==> src/rtl/prog_instr_mem.sv <==
// Instruction memory that is zero-filled after reset, loaded byte-serially by a host, and fetched by byte address.
// Latency: a fetch is combinational (REG_OUT=0) or takes one cycle (REG_OUT=1). A loaded word is written on the edge of the byte that completes it.
// Backpressure: PRG_READY stays high for the whole LOAD session. Bytes beyond capacity are swallowed and flagged in PRG_ERR.
module prog_instr_mem #(
    parameter int DATA_W  = 16,
    parameter int ADDR_W  = 8,
    parameter int DEPTH   = 128,
    parameter int REG_OUT = 0
) (
    input  logic                         CLK,
    input  logic                         RESET,
    input  logic [ADDR_W-1:0]            ADDR,
    output logic [DATA_W-1:0]            Q,
    output logic                         MISALIGN,
    output logic                         BUSY,
    input  logic                         PRG_START,
    input  logic                         PRG_VALID,
    input  logic [7:0]                   PRG_DATA,
    input  logic                         PRG_LAST,
    output logic                         PRG_READY,
    output logic                         PRG_ERR,
    output logic [$clog2(DEPTH+1)-1:0]   WORDS_LOADED
);

    localparam int BPW = DATA_W / 8;                           // bytes per word
    localparam int SH  = $clog2(BPW);                          // byte-offset bits in ADDR
    localparam int CW  = $clog2(DEPTH + 1);                    // pointer can reach DEPTH
    localparam int IW  = (DEPTH > 1) ? $clog2(DEPTH) : 1;      // word index width
    localparam int BCW = $clog2(BPW);                          // byte-in-word counter width
    localparam int AW  = DATA_W - 8;                           // assembly holds all but the final byte

    typedef enum logic [1:0] {
        ST_INIT = 2'd0,
        ST_IDLE = 2'd1,
        ST_LOAD = 2'd2
    } state_t;

    state_t            state_q, state_d;
    logic [IW-1:0]     fill_q,  fill_d;
    logic [CW-1:0]     ptr_q,   ptr_d;
    logic [BCW-1:0]    bcnt_q,  bcnt_d;
    logic [AW-1:0]     asm_q,   asm_d;
    logic              err_q,   err_d;

    logic [DATA_W-1:0] mem [DEPTH];
    logic              mem_we;
    logic [IW-1:0]     mem_waddr;
    logic [DATA_W-1:0] mem_wdata;

    // The incoming byte lands in the LSB. On an early PRG_LAST, the word is shifted up so the missing low bytes become zero.
    logic [DATA_W-1:0] word_next;
    logic [DATA_W-1:0] word_pad;
    assign word_next = {asm_q, PRG_DATA};
    assign word_pad  = word_next << (8 * (BPW - 1 - int'(bcnt_q)));

    // Control state registers, cleared asynchronously so a reset mid-load restarts the zero fill.
    always_ff @(posedge CLK or posedge RESET) begin
        if (RESET) begin
            state_q <= ST_INIT;
            fill_q  <= '0;
            ptr_q   <= '0;
            bcnt_q  <= '0;
            asm_q   <= '0;
            err_q   <= 1'b0;
        end else begin
            state_q <= state_d;
            fill_q  <= fill_d;
            ptr_q   <= ptr_d;
            bcnt_q  <= bcnt_d;
            asm_q   <= asm_d;
            err_q   <= err_d;
        end
    end

    // Next-state logic: the zero-fill sequencer, session start/restart, byte packing and overflow detection.
    always_comb begin
        state_d   = state_q;
        fill_d    = fill_q;
        ptr_d     = ptr_q;
        bcnt_d    = bcnt_q;
        asm_d     = asm_q;
        err_d     = err_q;
        mem_we    = 1'b0;
        mem_waddr = fill_q;
        mem_wdata = '0;

        case (state_q)
            ST_INIT: begin
                mem_we    = 1'b1;
                mem_waddr = fill_q;
                mem_wdata = '0;
                fill_d    = fill_q + IW'(1);
                if (fill_q == IW'(DEPTH - 1)) begin
                    fill_d  = '0;
                    state_d = ST_IDLE;
                end
            end

            ST_IDLE: begin
                if (PRG_START) begin
                    state_d = ST_LOAD;
                    ptr_d   = '0;
                    bcnt_d  = '0;
                    asm_d   = '0;
                    err_d   = 1'b0;
                end
            end

            ST_LOAD: begin
                if (PRG_START) begin
                    // Restart: any partial word is dropped. Words already written stay in memory.
                    ptr_d  = '0;
                    bcnt_d = '0;
                    asm_d  = '0;
                    err_d  = 1'b0;
                end else if (PRG_VALID) begin
                    if (ptr_q == CW'(DEPTH)) begin
                        // The memory is full. Accept the byte so the host never stalls, but only flag it.
                        err_d = 1'b1;
                    end else if ((bcnt_q == BCW'(BPW - 1)) || PRG_LAST) begin
                        mem_we    = 1'b1;
                        mem_waddr = ptr_q[IW-1:0];
                        mem_wdata = word_pad;
                        ptr_d     = ptr_q + CW'(1);
                        bcnt_d    = '0;
                        asm_d     = '0;
                    end else begin
                        bcnt_d = bcnt_q + BCW'(1);
                        asm_d  = word_next[AW-1:0];
                    end
                    if (PRG_LAST) begin
                        state_d = ST_IDLE;
                    end
                end
            end

            default: state_d = ST_INIT;
        endcase
    end

    // Memory array. The zero-fill sequencer and the loader share this single write port.
    always_ff @(posedge CLK) begin
        if (mem_we) begin
            mem[mem_waddr] <= mem_wdata;
        end
    end

    // The write pointer saturates at DEPTH, so it equals the number of words written this session.
    assign WORDS_LOADED = ptr_q;
    assign PRG_ERR      = err_q;
    assign BUSY         = (state_q != ST_IDLE);
    assign PRG_READY    = (state_q == ST_LOAD);

    // Fetch path. Reads are blanked while busy, so a fetch never observes a half-loaded image.
    logic [ADDR_W-1:0] fidx;
    logic              fin_range;
    logic [DATA_W-1:0] q_d;
    logic              mis_d;

    assign fidx      = ADDR >> SH;
    assign fin_range = ({1'b0, fidx} < (ADDR_W + 1)'(DEPTH));
    assign q_d       = (fin_range && !BUSY) ? mem[fidx[IW-1:0]] : '0;
    assign mis_d     = (ADDR[SH-1:0] != '0);

    if (REG_OUT != 0) begin : g_reg_out
        logic [DATA_W-1:0] q_q;
        logic              mis_q;

        // Registered fetch: Q and MISALIGN follow ADDR by one cycle.
        always_ff @(posedge CLK or posedge RESET) begin
            if (RESET) begin
                q_q   <= '0;
                mis_q <= 1'b0;
            end else begin
                q_q   <= q_d;
                mis_q <= mis_d;
            end
        end

        assign Q        = q_q;
        assign MISALIGN = mis_q;
    end else begin : g_comb_out
        assign Q        = q_d;
        assign MISALIGN = mis_d;
    end

endmodule

==> config.mk <==
export PLATFORM = sky130hd
export DESIGN_NAME = prog_instr_mem
export DESIGN_NICKNAME = d
export VERILOG_FILES = /design/src/rtl/prog_instr_mem.sv
export SDC_FILE = /design/constraint.sdc
export NUM_CORES = 2
export LEC_CHECK = 0
export ABC_CLOCK_PERIOD_IN_PS = 6750
export CAP_MARGIN = 20
export CORE_ASPECT_RATIO = 1.2
export CORE_MARGIN = 2
export CORE_UTILIZATION = 63
export CTS_CLUSTER_DIAMETER = 200
export DETAILED_ROUTE_END_ITERATION = 12
export DONT_BUFFER_PORTS = 1
export PLACE_DENSITY = 0.82
export SLEW_MARGIN = 20
export SYNTH_ARGS = -nofsm -noshare
export SYNTH_HDL_FRONTEND = slang
export SYNTH_SLANG_ARGS = --single-unit
==> constraint.sdc <==
create_clock -name CLK -period 6.75 [get_ports CLK]
set_input_delay 1.35 -clock CLK [delete_from_list [all_inputs] [get_ports CLK]]
set_output_delay 1.35 -clock CLK [all_outputs]
set_load 0.05 [all_outputs]
# ---- After elaboration in Yosys (flattened, before gate mapping)
# Memories as Yosys holds them, arrays and structs flattened.
# Index checks and enable logic that the tools add are counted.
dict set report totals {
  output_inout_bits 28
  ram_bits 2048
  n_memories 1
  word_cells 82
  input_bits 21
  ff_bits 27
}
dict set report op_classes {
  shifts 1
  eq_ne 14
  mux 46
  add_sub_neg 4
  order_cmp 1
  reduce_logical 9
}
# name depth width read_ports rd_ports_with_merged_regs wr line_no
set mem_list {}
lappend mem_list {mem 128 16 1 0 1 45} ;# logic [DATA_W-1:0] mem [DEPTH];
# cell n
set op_table {}
lappend op_table {{16-bit two-way mux} 6}
lappend op_table {{8-bit two-way mux} 9}
lappend op_table {{7-bit two-way mux} 6}
lappend op_table {{8-bit case mux with 2 select lines} 2}
lappend op_table {{16-bit by 32-bit << shifter with 16-bit output} 1}
lappend op_table {{1-bit two-way mux} 14}
lappend op_table {{2-bit two-way mux} 5}
lappend op_table {{2-bit != test (second input constant)} 5}
lappend op_table {{5-bit AND reduction} 2}
lappend op_table {{8-bit by 1-bit adder with 8-bit output (second input constant)} 1}
lappend op_table {{8-bit == test (second input constant)} 1}
lappend op_table {{7-bit by 8-bit less-than comparator with 1-bit output (second input constant)} 1}
lappend op_table {{4-bit AND reduction} 2}
lappend op_table {{7-bit by 1-bit adder with 7-bit output (second input constant)} 1}
lappend op_table {{7-bit == test (second input constant)} 1}
lappend op_table {{3-bit by 2-bit != test with 1-bit output (second input constant)} 2}
lappend op_table {{3-bit != test (second input constant)} 2}
lappend op_table {{1-bit case mux with 2 select lines} 3}
lappend op_table {{2-bit case mux with 3 select lines} 1}
lappend op_table {{2-bit by 1-bit == test with 1-bit output (second input constant)} 1}
lappend op_table {{2-bit == test (second input constant)} 1}
lappend op_table {{2-bit logical NOT} 1}
lappend op_table {{2-bit by 1-bit != test with 1-bit output (second input constant)} 1}
lappend op_table {{2-bit nonzero test} 1}
lappend op_table {{5 further kinds} 5}

# ---- Depth between registers and ports, before layout
dict set report logic_depth {
  depth_word 8
  depth_mapped 10
}

# ---- Least setup slack after synthesis
# No wires, ideal clock.
dict set report synth_timing {
  kind {input port to flip-flop}
  start {input port PRG_START}
  end {memory mem[0][10], data pin}
  path_stages 6
  setup_ns 0.796
  setup_slack_ns 0.840
  n_path_buf 3
  arrival_time_ns 5.114
  cell_sequence {nor2b_1 buf_2 o2111ai_4 buf_6 buf_4 nor2_1}
}
dict set report synth_between {
  elab_chain_cells 2
}
# element line_no
set synth_rtl {}
lappend synth_rtl {{start: declaration} 16} ;# input logic PRG_START,
lappend synth_rtl {{16-bit two-way mux} 110} ;# if (PRG_START) begin
lappend synth_rtl {{16-bit two-way mux} 87} ;# case (state_q)
lappend synth_rtl {{net mem_wdata[10]} 48} ;# logic [DATA_W-1:0] mem_wdata;
lappend synth_rtl {{end: declaration} 45}
# The timed path passes the listed nets, and every way through them passes these cells.

# ---- Final worst setup path
dict set report layout_timing {
  start {input port ADDR[2]}
  end {output port Q[2]}
}
dict set report layout_between {
  elab_chain_cells 3
}
# element line_no
set layout_rtl {}
lappend layout_rtl {{start: declaration} 12} ;# input logic [ADDR_W-1:0] ADDR,
lappend layout_rtl {{parallel branches: the longest is 2 deep, another holds memory read 128 x 16 bit} --}
lappend layout_rtl {{16-bit two-way mux *} 162} ;# assign q_d = (fin_range && !BUSY) ? mem[fidx[IW-1:0]] : '0;
lappend layout_rtl {{end: declaration} 13} ;# output logic [DATA_W-1:0] Q,
# Mark *: on every way between the ends.

==> implementation parameters <==
Parameter                              Value

CTS
  Number of buffers inserted for hold repair after clock tree synthesis ... 0
  Number of buffers added for setup after CTS ... 0
  TritonCTS clock tree ... done
  Clock H-tree levels ... 4
  Clock buffer count from CTS ... approximately 180
  Root buffer selected by CTS ... sky130_fd_sc_hd__clkbuf_16
  TritonCTS Sinks ... roughly 2100
  Clock input transition at the sequential cells of the worst setup and hold paths ... roughly 0.060 ns
  Later-pin clock latency in the skew report ... roughly 0.84 ns
  Maximum number of buffers from clock root to sink ... 3

Critical path
  Element type at the critical path end ... primary output
  Maximum fanout along the worst path ... 67
  Register-to-Register Path Depth ... 5
  Reg2reg setup slack ... 1.71 ns
  Worst EP arrival ... ~5.7 ns
  Critical path type ... in2out
  Origin of the critical flop-to-flop path ... WORDS_LOADED[3]
  Worst r2r dst ... mem[125][14]
  Endpoint required time on the critical path ... 5.40 ns
  Capture point of the worst path ... Q[2]
  Origin of the worst setup path ... ADDR[2]
  Kind of start point of the critical path ... input port

STA
  Worst slew margin relative to its limit ... -0.000365
  Final worst-path cycle share ... 1.05
  Final-report setup violation count ... 1
  Transition at the pin with the smallest max-transition slack ... 1.49 ns
  Hold Vio Cnt, Final ... 0
  Fin worst setup slack ... -0.309 ns
  FMAX ... 0.142 GHz
  Fin Clk Skew ... ~0.03 ns
  Number of slew-limit violations in the final report ... 1
  Minimum clock period ... 7.06 ns

Worst hold path
  Classification of the worst-slack hold path ... in2async

Synthesis
  Top cells by count, synth ... sky130_fd_sc_hd__edfxtp_1 (2048), sky130_fd_sc_hd__mux4_2 (387), sky130_fd_sc_hd__nand3_1 (366)
  #FFs+latches synth ... between 2000 and 2500
  Mapped Nets ... roughly 4100
  Primary FF master, synth ... sky130_fd_sc_hd__edfxtp_1
  Post-synthesis async set-or-reset flop share ... 0.0130
  Number of library cell types mapped by synthesis ... 57
  Number of flops mapped to enable cells by yosys ... a little over 2000
  Number of warnings issued by yosys ... 0
  Register area share after synthesis ... 0.765
  Cell types occupying the most area after synthesis ... sky130_fd_sc_hd__edfxtp_1 (76%), sky130_fd_sc_hd__mux4_2 (11%), sky130_fd_sc_hd__mux2i_1 (3.4%)
  Syn Inst Count ... ~4000
  Synth area leader ... sky130_fd_sc_hd__edfxtp_1
  Area fraction of the dominant cell type after synthesis ... 0.757
  Post-Synthesis Cell Area ... between 80000 and 90000 sq um
  Most repeated cell in the gate-level netlist after synthesis ... sky130_fd_sc_hd__edfxtp_1
  Syn_area_per_cell ... slightly above 20 sq um

Drt
  Post-detailed-route DRC marker count ... 0
  Detailed Routing Iterations Pass 1 ... 7
  Total number of vias ... 43500
  Number of design-rule violations left by the first detailed-router iteration ... between 7000 and 8000
  Remaining antenna violation count after routing ... 0
  Average vias per placed instance ... between 7 and 8
  Average wire length per cell after detail routing ... about 36 um
  Total routed wirelength ... ~220000 um

Power
  Fraction of power consumed by sequential logic ... 0.544
  Design Power ... approximately 0.026 W
  Internal power ... about 0.020 W
  Switching Fraction ... 0.231
  Psw ... 0.00610 W
  Logic pwr share ... 0.068
  Fraction of power consumed by the clock network ... 0.388
  Power density normalized to cell area ... between 200 and 300 nW/um^2
  Total leakage power ... around 31 nW
  Worst supply voltage drop on vdd ... 0.000266 V

Floorplan
  Boundary Pins ... just under 50
  Area inside the core boundary ... roughly 130000 sq um
  Total Die Area ... roughly 130000 sq um
  Vert. Die Dim ... around 400 um
  Standard-cell row count ... 144
  Effective utilization at floorplan ... 0.634
  Horiz. Die Dim ... about 330 um

Final layout
  Fraction of final layout cells sized beyond drive strength 1 ... 0.224
  Area of all placed cells without fillers ... ~90000 sq um
  Area growth from synthesis to layout ... 11.0%
  Cell Count, Final, Fillers Out ... 5995
  Number of nets in the layout ... 4192

Run status
  Violated checks ... capacitance limit, slew limit, setup timing
  Outcome ... complete, but fails checks

Global routing
  Total routing resource utilization after global routing ... 0.321
  Vias in the first global route ... between 40000 and 50000
  Largest net degree at the start of global routing ... between 600 and 700
  Global route total overflow ... 0
  Wire length of the first global-routing pass ... around 300000 um
  Initial antenna violation count ... 3

Placement
  Dpl ws ... 1.28 ns
  Placed cell count ... between 5000 and 6000
  Quantity of I/O buffers inserted on ports ... 0
  Last weighted congestion value of the routability-driven placer ... ~0.92
  Post-DP HPWL ... 111000 um
  Post-place instance area ... 83800 sq um

Job
  Max cap viols ... 1
[cells by family (layout without fill, tap and decap cells)]
kind of cell	Yosys count	after routing	share of synthesized area
compound gates	228	228	0.0247
xor+xnor	9	9	0.000971
fa+ha+maj	8	8	0.00123
buf+inv	269	556	0.0165
flops	2075	2075	0.765
mux	682	682	0.144
other cells	0	1	0
simple gates	757	757	0.0471
[routing by layer]
metal	routed length, um	vias up	global-route usage	part of all wire
met4	14000	2	0.187	0.065
met2	105000	3820	0.508	0.48
met3	29500	698	0.0872	0.14
met1	68100	22000	0.404	0.31
li1	-	16900	-	-
met5	13	-	0.00144	0.000060
[power groups by stage]
stage	clock network (W)	registers [W]	logic [W]
after global placement	0	0.0146	0.00149
final	0.0102	0.0143	0.00180
after floorplan	0	0.0146	0.00115
after CTS	0.0102	0.0143	0.00155
after detailed placement	0	0.0146	0.00153
after global routing	0.0107	0.0143	0.00185
[stage by stage]
step | TNS [ns] | hold WS (ns) | util
2_1_floorplan | 0 | 0.473 | -
6_report | -0.309 | 0.484 | 0.704
3_3_place_gp | 0 | 0.487 | 0.654
4_1_cts | 0 | 0.510 | 0.699
5_1_grt | -0.209 | 0.516 | 0.704
3_5_place_dp | 0 | 0.493 | 0.654
[worst max-delay path: stages]
cell and delay (ns):
sky130_fd_sc_hd__buf_16 0.31, sky130_fd_sc_hd__buf_16 0.40, sky130_fd_sc_hd__buf_16 0.35, sky130_fd_sc_hd__buf_16 0.30
sky130_fd_sc_hd__mux4_2 0.40, sky130_fd_sc_hd__nand3_1 0.12, sky130_fd_sc_hd__nand4_1 0.30, sky130_fd_sc_hd__nor4_1 1.31
sky130_fd_sc_hd__a41oi_1 0.24, sky130_fd_sc_hd__buf_4 0.28
[placed cells by master (no fill, tap or decap), types with 12 or more instances in the layout]
cell,instances
sky130_fd_sc_hd__clkbuf_16,196
sky130_fd_sc_hd__buf_4,176
sky130_fd_sc_hd__a41oi_1,12
sky130_fd_sc_hd__nand2_1,26
sky130_fd_sc_hd__dfrtp_1,27
sky130_fd_sc_hd__a221oi_1,15
sky130_fd_sc_hd__clkbuf_1,42
sky130_fd_sc_hd__nand3_1,366
sky130_fd_sc_hd__nor2_2,20
sky130_fd_sc_hd__a22oi_1,92
sky130_fd_sc_hd__nor4_1,15
sky130_fd_sc_hd__clkinv_2,32
sky130_fd_sc_hd__a21oi_1,46
sky130_fd_sc_hd__and3_1,15
sky130_fd_sc_hd__a31oi_4,19
sky130_fd_sc_hd__mux4_2,387
sky130_fd_sc_hd__mux2_2,20
sky130_fd_sc_hd__clkinv_1,42
sky130_fd_sc_hd__nor2_1,138
sky130_fd_sc_hd__nand4_1,86
sky130_fd_sc_hd__edfxtp_1,2048
sky130_fd_sc_hd__mux2i_1,275
[registers in the layout, indices dropped and copies added, names as in the netlist]
name and cells:
WORDS_LOADED 8, state_q 2, asm_q 8, fill_q 7, PRG_ERR 1, mem 2048
bcnt_q 1
[worst min-delay path by stage]
| stage | from | slack (ns) | end |
|---|---|---|---|
| 6_report | RESET | 0.48 | asm_q[7] |
| 5_1_grt | RESET | 0.52 | fill_q[6] |
| 4_1_cts | asm_q[5] | 0.51 | asm_q[5] |
| 3_5_place_dp | asm_q[7] | 0.49 | asm_q[7] |
| 3_3_place_gp | asm_q[4] | 0.49 | asm_q[4] |
| 2_1_floorplan | asm_q[0] | 0.47 | asm_q[0] |
[area by class of cell]
cell class,count,area [sq um]
well taps,1679,2100
repair buffers,210,2100
multi-input cells,1684,18000
diodes,1,2.50
inverters,8,30.0
fillers,7067,37900
clock inverters,110,943
flip-flops and latches,2075,62200
clock buffers,228,4810
[timing repair]
item | in CTS | in global routing
endpoints found under the setup margin | 0 | 16
resized for setup | 0 | 6
hold endpoints to repair | 0 | 0
Note: power is estimated with default switching activity, not from simulation.
